==> config.mk <==
export PLATFORM = sky130hd
export DESIGN_NAME = l2cache_control
export DESIGN_NICKNAME = d
export VERILOG_FILES = /design/src/rtl/l2cache_control.sv
export SDC_FILE = /design/constraint.sdc
export NUM_CORES = 1
export LEC_CHECK = 0
export ABC_AREA = 1
export CAP_MARGIN = 10
export CORE_UTILIZATION = 50
export DETAILED_ROUTE_END_ITERATION = 6
export GPL_TIMING_DRIVEN = 1
export PLACE_DENSITY_LB_ADDON = 0.25
export REMOVE_ABC_BUFFERS = 1
export SYNTH_ARGS = -nofsm -noshare
export SYNTH_HDL_FRONTEND = slang
export SYNTH_SLANG_ARGS = --single-unit
==> constraint.sdc <==
create_clock -name clk -period 5.25 [get_ports clk]
set_input_delay 1.05 -clock clk [delete_from_list [all_inputs] [get_ports clk]]
set_output_delay 1.05 -clock clk [all_outputs]
set_load 0.01 [all_outputs]
==> src/rtl/l2cache_control.sv <==
// Sequencing FSM for the 4-way L2 cache datapath: miss handling, pmem handshake,
// and saturating hit/miss/writeback performance counters.
module l2cache_control #(
    parameter int unsigned CNT_WIDTH = 32
) (
    input  logic                 clk,
    input  logic                 rst,
    input  logic                 mem_read,
    input  logic                 mem_write,
    input  logic                 miss,
    input  logic                 dirty,
    output logic                 evict,
    output logic                 read,
    output logic                 commit,
    output logic                 pmem_read,
    output logic                 pmem_write,
    input  logic                 pmem_resp,
    input  logic                 perf_clear,
    output logic [CNT_WIDTH-1:0] hit_count,
    output logic [CNT_WIDTH-1:0] miss_count,
    output logic [CNT_WIDTH-1:0] wb_count
);

    typedef enum logic [1:0] {
        CHECK     = 2'd0,
        WRITEBACK = 2'd1,
        FILL      = 2'd2
    } state_t;

    state_t state;
    logic   miss_pending;
    logic   req;
    logic   hit_inc;
    logic   miss_inc;
    logic   wb_inc;

    assign req = mem_read | mem_write;

    // The fill lands in the same cycle the memory hands back the line.
    assign commit = (state == FILL) & pmem_resp;

    // A re-check after a fill is the miss response, so it is not a hit.
    always_comb begin
        hit_inc  = (state == CHECK) & req & ~miss & ~miss_pending;
        miss_inc = (state == CHECK) & req & miss;
        wb_inc   = (state == WRITEBACK) & pmem_resp;
    end

    always_ff @(posedge clk or posedge rst) begin
        if (rst) begin
            state        <= CHECK;
            miss_pending <= 1'b0;
            evict        <= 1'b0;
            read         <= 1'b0;
            pmem_read    <= 1'b0;
            pmem_write   <= 1'b0;
        end else begin
            case (state)
                CHECK: begin
                    if (req && miss) begin
                        miss_pending <= 1'b1;
                        if (dirty) begin
                            state      <= WRITEBACK;
                            evict      <= 1'b1;
                            pmem_write <= 1'b1;
                        end else begin
                            state     <= FILL;
                            read      <= 1'b1;
                            pmem_read <= 1'b1;
                        end
                    end else begin
                        miss_pending <= 1'b0;
                    end
                end
                WRITEBACK: begin
                    if (pmem_resp) begin
                        state      <= FILL;
                        evict      <= 1'b0;
                        pmem_write <= 1'b0;
                        read       <= 1'b1;
                        pmem_read  <= 1'b1;
                    end
                end
                FILL: begin
                    if (pmem_resp) begin
                        state     <= CHECK;
                        read      <= 1'b0;
                        pmem_read <= 1'b0;
                    end
                end
                default: begin
                    state      <= CHECK;
                    evict      <= 1'b0;
                    read       <= 1'b0;
                    pmem_read  <= 1'b0;
                    pmem_write <= 1'b0;
                end
            endcase
        end
    end

    function automatic logic [CNT_WIDTH-1:0] bump(input logic [CNT_WIDTH-1:0] c,
                                                   input logic inc);
        return (inc && (c != '1)) ? c + CNT_WIDTH'(1) : c;
    endfunction

    // Clear wins over a same-cycle increment; counters stick at all-ones.
    always_ff @(posedge clk or posedge rst) begin
        if (rst) begin
            hit_count  <= '0;
            miss_count <= '0;
            wb_count   <= '0;
        end else if (perf_clear) begin
            hit_count  <= '0;
            miss_count <= '0;
            wb_count   <= '0;
        end else begin
            hit_count  <= bump(hit_count, hit_inc);
            miss_count <= bump(miss_count, miss_inc);
            wb_count   <= bump(wb_count, wb_inc);
        end
    end

endmodule

==> summary.md, run 1 <==
| Metric | Value |
|---|---|
| Outcome | `completed` |
| Synth cell types | `38` |
| Area of the die | `14300 um^2` |
| Antenna viol nets, final | `0` |
| Total wire length | `18500 um` |
| HPWL Detailed | `13300 um` |
| Insertion delay to the later sink of the worst-skew pair | `360 ps` |
| Largest buffer count on any clock path | `2` |
| Post-Route Setup TNS | `0 ps` |
| Final non-filler cell total | `1299` |
| Number of synthesized flops with an enable pin | `0` |
| Leakage | `3.70 nW` |
| Core footprint | `13300 um^2` |
| Data required, critical path | `4200 ps` |
| Count of endpoints failing hold in the final timing report | `0` |
| Post-synthesis share of cell area spent on full adders, half adders and majority gates | `0.543%` |
| Post-route core utilization | `62.5%` |
| Hold buffer count at CTS | `0` |
| Slew at the pin closest to its max-slew limit | `968 ps` |
| Most common cell after layout, fill and taps aside | `nand2_1` |
| Setup repair after global routing missed its margin | `no` |
| Worst-case setup margin in the final layout | `1910 ps` |
| First-pass iteration count of the detailed router | `5` |
| Number of cells in the design after placement | `1284` |
| Final design instance area without fill | `8340 um^2` |
| Final setup vio count | `0` |
| Initial antenna violation count | `0` |
| Synth warnings | `0` |
| Final worst hold slack | `490 ps` |
| Complex-gate fraction of the synthesized area | `5.90%` |
| Max-Cap Viols | `0` |
| Number of design rule violations left after detail routing | `0` |
| Final clock period utilization by the worst path | `63.6%` |
| Ys flop type | `dfrtp_1` |
| Initial standard-cell utilization of the core | `51.8%` |
| Diode count | `0` |
| Post-synthesis async set-or-reset flop share | `100%` |
| Gpl congestion | `0.907` |
| Floorplan die width | `120 um` |
| Upper clock frequency limit | `299 MHz` |
| Total via count in the routed design | `6917` |
| Mapped Area | `6910 um^2` |
| Die extent in y | `120 um` |
| Via count of the first global-routing pass | `6365` |
| Nets | `1130` |
| All-layer global routing usage | `27.1%` |
| Number of top-level design ports | `109` |
| Clock-pin slew of the registers on the worst-case setup and hold paths | `70 ps` |
| First-pass GRT wire length | `31000 um` |
| Total global routing overflow | `0` |
| Ratio of total power to cell area | `221 nW/um^2` |
| Layout cell share with drive strength beyond 1 | `6.32%` |
| Fraction of synthesized cell area in xor and xnor cells | `4.94%` |
| Worst Path Arrival | `2290 ps` |
| Dominant combinational cell family by area after synthesis | `simple AND/OR/NAND/NOR gates` |
| Count of final max-slew check failures | `0` |
| Overall power | `1.84 mW` |
| Post-synthesis mux area share | `0.290%` |
| Ratio of routed vias to standard cells | `5.32` |
| Critical-path maximum fanout | `4` |
| CTS tree | `done` |
| Number of buffers created by CTS | `9` |
| Share of synthesized cell area in and, or, nand and nor gates | `44.3%` |
| Setup crit end kind | `primary output` |
| Count of H-tree levels built during CTS | `3` |
| Total cell area at the placement stage | `8030 um^2` |
| Number of storage elements in the synthesis netlist | `101` |
| Clock Sinks | `101` |
| Mean post-synth cell area | `6.77 um^2` |
| Initial DRC count | `590` |
| Synthesis-to-finish area growth | `20.6%` |
| Number of gates resized after cts | `0` |
| Commonest cells after routing, fill and taps aside | `nand2_1, nor2_1, clkdlybuf4s50_1` |
| Post-Place Setup Slack | `1880 ps` |
| Final setup skew | `10.1 ps` |
| Critical path launch point type | `primary input` |
| Synthesized netlist cell count | `1022` |
| Class of the most critical setup path | `in2out` |
| Largest net degree at the start of global routing | `79` |
| Normalized max-slew margin | `35.5%` |
| Clock period minus worst slack | `3340 ps` |
| Worst vdd rail ir drop | `0.217 mV` |
| Cell at the root of the clock tree | `clkbuf_16` |
| Average wire per cell in the routed design | `14.3 um` |
| Path type of the worst min-delay path | `reg2reg` |
| Post-CTS setup-driven buffer insertion count | `0` |
| Register area share after synthesis | `36.6%` |
| Row cnt | `42` |
| Number of buffers inserted by port buffering | `108` |
[worst paths after layout]
path / startpoint / to / slack [ps] / cells after the start
setup / recovery: pmem_resp / commit / 1910 / 4
setup reg to reg: wb_count[1] / wb_count[9] / 2970 / 10
min in group asynchronous: rst / miss_count[4] / 1280 / 2
hold reg to reg: miss_pending / miss_pending / 490 / 2
hold / removal: miss_pending / miss_pending / 490 / 2
max in group asynchronous: rst / hit_count[24] / 3080 / 3
[worst max-delay path: stages]
cell,delay [ps]
clkdlybuf4s50_1,450
inv_1,80
nor2_1,140
clkdlybuf4s50_1,580
[power breakdown]
group / switching (mW) / leakage (nW) / internal, mW / total, mW
sequential: 0.0272 / 1.40 / 0.803 / 0.830
clock: 0.304 / 0.155 / 0.407 / 0.711
combinational: 0.210 / 2.14 / 0.0916 / 0.301
total: 0.541 / 3.70 / 1.30 / 1.84
[metal layers]
metal / wire length [um] / vias up / share of wire (%) / global-route usage [%]
met5: 0 / - / 0 / 0
met4: 284 / 0 / 1.5 / 9.77
met3: 1270 / 21 / 6.9 / 3.56
met2: 8500 / 235 / 46 / 42.5
met1: 8480 / 3243 / 46 / 38.2
li1: - / 3418 / - / -
[cell usage after synthesis, types with 3 or more instances]
cell type | n | area, um^2
nand2_2 | 8 | 50.1
nor2_8 | 3 | 60.1
nand2_1 | 367 | 1380
buf_6 | 6 | 67.6
dfrtp_1 | 101 | 2530
ha_1 | 3 | 37.5
a21o_1 | 3 | 22.5
nor3_1 | 7 | 35.0
a21boi_0 | 9 | 67.6
o21ai_0 | 23 | 115
xnor2_1 | 20 | 175
nand2_4 | 10 | 113
nor2_4 | 5 | 56.3
o21ai_1 | 11 | 55.1
nand3_1 | 98 | 490
nand4_1 | 10 | 62.6
o21bai_1 | 6 | 45.0
buf_4 | 3 | 22.5
inv_1 | 75 | 282
nor2_1 | 175 | 657
nor2_2 | 11 | 68.8
xor2_1 | 19 | 166
buf_2 | 10 | 50.1
nand3_2 | 7 | 70.1
nor3b_1 | 3 | 22.5
a21oi_1 | 10 | 50.1
[cell families after synthesis]
kind of cell / count (synthesis)
flip-flops: 101
buffers and inverters: 104
XOR/XNOR: 39
multiplexers: 2
adder cells (fa/ha/maj): 3
AO/OA/AOI/OAI: 69
AND/OR/NAND/NOR: 704
[state kept, by name, summed over array words and instances, names as in the netlist]
| register | cells |
|---|---|
| hit_count | 32 |
| miss_count | 32 |
| miss_pending | 1 |
| pmem_read | 1 |
| pmem_write | 1 |
| state | 2 |
| wb_count | 32 |
[area by class of cell]
cell class	count	area, um^2
clock buffer	12	267
clock inverter	3	43.8
fill	1267	5010
inverter	78	298
multi-input combinational	817	3870
sequential	101	2530
tap	176	220
timing repair buffer	112	1110
No activity file was read; power rests on OpenSTA's default activity.
==> inputs of run 2 (changes only) <==
==> constraint.sdc (replaced) <==
create_clock -name clk -period 2.9 [get_ports clk]
set_input_delay 0.58 -clock clk [delete_from_list [all_inputs] [get_ports clk]]
set_output_delay 0.58 -clock clk [all_outputs]
set_load 0.01 [all_outputs]
==> run 2 against run 1 <==
- register-to-register slack worse by 2300 ps
- clock skew shrank 3.6 ps
- sequential power increased by 81%
- critical path depth unchanged
- setup slack got worse by 1500 ps
- critical path type unchanged
- largest cell class unchanged
==> summary.md, run 2 (synthesized netlist as in run 1, its figures left out) <==
| Metric | Value |
|---|---|
| Total global routing overflow | `0` |
| Commonest cells after routing, fill and taps aside | `nand2_1, nor2_1, clkdlybuf4s50_1` |
| Cell at the root of the clock tree | `clkbuf_16` |
| Synthesis-to-finish area growth | `21.3%` |
| Worst vdd rail ir drop | `0.335 mV` |
| Critical path launch point type | `primary input` |
| Number of design rule violations left after detail routing | `0` |
| Final clock period utilization by the worst path | `84.8%` |
| Critical Path Slowest Stage Cell | `clkdlybuf4s50_1` |
| First-pass GRT wire length | `30600 um` |
| Core footprint | `13300 um^2` |
| Biggest regs | `hit_count x32, miss_count x32, wb_count x32` |
| Final setup vio count | `0` |
| Gpl congestion | `0.909` |
| Number of buffers created by CTS | `9` |
| Post-Place Setup Slack | `433 ps` |
| Number of cells in the design after placement | `1287` |
| Diode count | `0` |
| HPWL Detailed | `13300 um` |
| Slew at the pin closest to its max-slew limit | `530 ps` |
| Normalized max-slew margin | `64.7%` |
| Insertion delay to the later sink of the worst-skew pair | `360 ps` |
| Class of the most critical setup path | `in2out` |
| Number of fillers in the final layout | `1269` |
| Count of endpoints failing hold in the final timing report | `0` |
| Most common cell after layout, fill and taps aside | `nand2_1` |
| Upper clock frequency limit | `407 MHz` |
| Final non-filler cell total | `1303` |
| Ratio of total power to cell area | `396 nW/um^2` |
| Total wire length | `18400 um` |
| Post-Route Setup TNS | `0 ps` |
| Path type of the worst min-delay path | `reg2reg` |
| Floorplan die width | `120 um` |
| Slowest Stage Delay on Critical Path | `560 ps` |
| Count of final max-slew check failures | `0` |
| First-pass iteration count of the detailed router | `5` |
| Setup crit end kind | `primary output` |
| Initial standard-cell utilization of the core | `51.8%` |
| Clock-pin slew of the registers on the worst-case setup and hold paths | `70 ps` |
| Max-Cap Viols | `0` |
| Area of the die | `14300 um^2` |
| Worst path cell trace | `clkdlybuf4s50_1 -> inv_1 -> nor2_1 -> clkdlybuf4s50_1` |
| CTS tree | `done` |
| Die extent in y | `120 um` |
| Critical-path maximum fanout | `4` |
| Setup repair after global routing missed its margin | `no` |
| Clock period minus worst slack | `2460 ps` |
| Clock Sinks | `101` |
| Nets | `1133` |
| Largest buffer count on any clock path | `2` |
| Outcome | `completed` |
| Hold buffer count at CTS | `0` |
| Cell family contributing the most delay on the critical path | `buffers and inverters` |
| Total via count in the routed design | `6856` |
| Final setup skew | `6.49 ps` |
| Leakage | `3.72 nW` |
| Worst Path Arrival | `1880 ps` |
| Count of H-tree levels built during CTS | `3` |
| Worst-case setup margin in the final layout | `441 ps` |
| Post-CTS setup-driven buffer insertion count | `0` |
| Data required, critical path | `2320 ps` |
| Average wire per cell in the routed design | `14.1 um` |
| Cell type with the highest occurrence count on the critical path | `clkdlybuf4s50_1` |
| Number of buffers inserted by port buffering | `108` |
| Sequential cell area | `2530 um^2` |
| Via count of the first global-routing pass | `6085` |
| Largest net degree at the start of global routing | `43` |
| Layout cell share with drive strength beyond 1 | `6.57%` |
| Overall power | `3.33 mW` |
| All-layer global routing usage | `26.8%` |
| Multi-input gate area in the final layout | `3870 um^2` |
| Antenna viol nets, final | `0` |
| Number of top-level design ports | `109` |
| Bufs and invs on worst path | `3` |
| Initial antenna violation count | `0` |
| Initial DRC count | `654` |
| Row cnt | `42` |
| Number of gates resized after cts | `0` |
| Ratio of routed vias to standard cells | `5.26` |
-- run 2: routing by layer --
metal	share of wire, %	vias up	wire (um)	track usage, %
met2	46	222	8490	41.8
li1	-	3421	-	-
met1	47	3196	8550	38.2
met3	6.0	17	1100	4.56
met4	1.1	0	210	7.66
met5	0	-	0	0
-- run 2: power by group --
group | switching (mW) | total [mW] | leakage, nW | internal, mW
Sequential | 0.0507 | 1.50 | 1.40 | 1.45
Combinational | 0.368 | 0.539 | 2.16 | 0.171
Clock | 0.561 | 1.28 | 0.153 | 0.722
Total | 0.979 | 3.33 | 3.72 | 2.35
-- run 2: path summary, 6_finish.rpt --
kind | start | to | slack, ps | cells after the start
worst max-delay path | pmem_resp | commit | 440 | 4
worst min register to register | miss_pending | miss_pending | 490 | 2
worst min-delay path | miss_pending | miss_pending | 490 | 2
max in group asynchronous | rst | miss_count[30] | 1690 | 3
worst max register to register | wb_count[0] | wb_count[9] | 710 | 10
min in group asynchronous | rst | hit_count[2] | 610 | 2
-- run 2: cell type report --
type	count	area share, %
flip-flops and latches	101	30.1
inverters	78	3.55
well taps	176	2.63
multi-input cells	817	46.1
repair buffers	115	13.8
clock inverters	4	0.671
clock buffers	12	3.06
-- run 2: worst reg2reg max path, delay by kind of cell (launching register included) --
kind	cells	cell delay (ps)
compound gates	1	80
fa+ha+maj	1	220
flops	1	430
simple gates	8	1350
-- run 2: stage by stage --
stage          cell area (um^2)  utilization [%]  hold slack [ps]
3_3_place_gp               8070             60.5              467
6_report                   8390             62.8              492
4_1_cts                    8390             62.8              493
3_5_place_dp               8070             60.5              475
2_1_floorplan              6690                -              454
5_1_grt                    8390             62.8              543
==> inputs of run 3 (changes only) <==
==> constraint.sdc (replaced) <==
create_clock -name clk -period 2.55 [get_ports clk]
set_input_delay 0.51 -clock clk [delete_from_list [all_inputs] [get_ports clk]]
set_output_delay 0.51 -clock clk [all_outputs]
set_load 0.01 [all_outputs]
==> run 3 against run 2 <==
- sequential share of layout area about the same
- setup slack got worse by 230 ps
- power increased by 13%
- clock skew increased by 2.0 ps
- sequential power increased by 14%
- core utilization increased by 0.084 points
- first-iteration DRC count decreased by 17%
- final cell count increased by 0.23%
- final area increased by 0.13%
- critical path depth unchanged
- largest cell class unchanged
==> summary.md, run 3 (synthesized netlist as in run 1, its figures left out) <==
| Metric | Value |
|---|---|
| Worst Path Arrival | `1830 ps` |
| Total cell area at the placement stage | `8100 um^2` |
| Biggest regs | `hit_count x32, miss_count x32, wb_count x32` |
| Die extent in y | `120 um` |
| Number of cells in the design after placement | `1290` |
| Class of the most critical setup path | `in2out` |
| Area of the die | `14300 um^2` |
| Upper clock frequency limit | `428 MHz` |
| Row cnt | `42` |
| Sequential group share of total power | `45.5%` |
| Critical Path Slowest Stage Cell | `clkdlybuf4s50_1` |
| Beginning of the worst register-to-register path | `miss_count[1]` |
| Slew at the pin closest to its max-slew limit | `471 ps` |
| Cell family contributing the most delay on the critical path | `buffers and inverters` |
| CTS tree | `done` |
| Switching power of the nets | `1.12 mW` |
| Diode count | `0` |
| Worst reg2reg path depth | `10` |
| Overall power | `3.76 mW` |
| Count of H-tree levels built during CTS | `3` |
| Largest buffer count on any clock path | `2` |
| First-pass iteration count of the detailed router | `5` |
| Layout cell share with drive strength beyond 1 | `6.81%` |
| Final setup vio count | `0` |
| Clock Sinks | `101` |
| Initial DRC count | `540` |
| Synthesis-to-finish area growth | `21.5%` |
| Commonest cells after routing, fill and taps aside | `nand2_1, nor2_1, clkdlybuf4s50_1` |
| Total via count in the routed design | `6849` |
| First-pass GRT wire length | `30200 um` |
| Path type of the worst min-delay path | `reg2reg` |
| Insertion delay to the later sink of the worst-skew pair | `360 ps` |
| Critical-path maximum fanout | `4` |
| Worst vdd rail ir drop | `0.321 mV` |
| Hold buffer count at CTS | `0` |
| Flop-to-flop setup slack | `450 ps` |
| FF-to-FF End | `miss_count[7]` |
| Leakage | `3.72 nW` |
| Slowest Stage Delay on Critical Path | `560 ps` |
| Total wire length | `18100 um` |
| Bufs and invs on worst path | `3` |
| Fraction of power consumed by combinational cells | `16.5%` |
| Internal Dissipation | `2.64 mW` |
| Post-Place Setup Slack | `214 ps` |
| Via count of the first global-routing pass | `6033` |
| Number of stages on the worst hold path | `2` |
| Data required, critical path | `2040 ps` |
| Critical path launch point type | `primary input` |
| Ratio of total power to cell area | `448 nW/um^2` |
| Number of gates resized after cts | `0` |
| Hold endpoint | `miss_pending` |
| Floorplan die width | `120 um` |
| Normalized max-slew margin | `68.6%` |
| Final clock period utilization by the worst path | `91.7%` |
| Cell at the root of the clock tree | `clkbuf_16` |
| All-layer global routing usage | `26.4%` |
| Setup crit end kind | `primary output` |
| Final setup skew | `8.51 ps` |
| HPWL Detailed | `13500 um` |
| Number of buffers created by CTS | `9` |
| Count of endpoints failing hold in the final timing report | `0` |
| Final non-filler cell total | `1306` |
| Initial antenna violation count | `0` |
| Max-Cap Viols | `0` |
| Part of the power in the clock network | `38.0%` |
| Core footprint | `13300 um^2` |
| Total global routing overflow | `0` |
| Worst Min Path Start | `miss_pending` |
| Ratio of routed vias to standard cells | `5.24` |
| Setup repair after global routing missed its margin | `no` |
| Average wire per cell in the routed design | `13.9 um` |
| Net switching fraction of the power | `29.7%` |
| Number of buffers inserted by port buffering | `108` |
| Number of design rule violations left after detail routing | `0` |
| Clock-pin slew of the registers on the worst-case setup and hold paths | `70 ps` |
| Cell type with the highest occurrence count on the critical path | `clkdlybuf4s50_1` |
| Nets | `1136` |
| Clock period minus worst slack | `2340 ps` |
| Final design instance area without fill | `8400 um^2` |
| Number of top-level design ports | `109` |
| Initial standard-cell utilization of the core | `51.8%` |
| Outcome | `completed` |
| Largest net degree at the start of global routing | `41` |
| Count of final max-slew check failures | `0` |
| Gpl congestion | `0.959` |
| Worst-case setup margin in the final layout | `213 ps` |
| Post-CTS setup-driven buffer insertion count | `0` |
| Antenna viol nets, final | `0` |
| Most common cell after layout, fill and taps aside | `nand2_1` |
| Worst path cell trace | `clkdlybuf4s50_1 -> inv_1 -> nor2_1 -> clkdlybuf4s50_1` |
[run 3: through the flow]
step           utilization, %  hold slack [ps]  TNS [ps]
2_1_floorplan               -              454    -61600
3_3_place_gp             60.7              468         0
3_5_place_dp             60.7              478         0
4_1_cts                  62.9              495         0
5_1_grt                  62.9              520         0
6_report                 62.9              492         0
[run 3: layer usage]
layer,global-route usage [%],vias to the layer above,part of all wire [%]
li1,-,3427,-
met1,37.7,3169,46
met2,41.7,234,45
met3,3.04,19,6.6
met4,8.75,0,1.5
met5,0,-,0
[run 3: power groups by stage]
stage / registers (mW) / clock network [mW] / logic [mW]
floorplan: 1.75 / 0 / 0.338
global route: 1.72 / 1.52 / 0.681
detailed placement: 1.74 / 0 / 0.623
CTS: 1.71 / 1.45 / 0.626
global placement: 1.74 / 0 / 0.617
finish: 1.71 / 1.43 / 0.622
[run 3: area by class of cell]
cell class	instances	area (um^2)
clock buffer	11	243
fill	1266	4950
sequential	101	2530
inverter	78	298
multi-input combinational	817	3870
clock inverter	5	58.8
tap	176	220
timing repair buffer	118	1180
[run 3: worst max path at each step]
stage,from,end,depth (start not counted),slack [ps]
2_1_floorplan,rst,hit_count[0],1,-610
3_3_place_gp,pmem_resp,commit,4,200
3_5_place_dp,pmem_resp,commit,4,210
4_1_cts,pmem_resp,commit,4,210
5_1_grt,pmem_resp,commit,4,190
6_report,pmem_resp,commit,4,210
[run 3: worst min-delay path, cell delays in order, from the launching register on]
cell and delay, ps:
dfrtp_1 340, nand2_1 50, o21ai_0 60
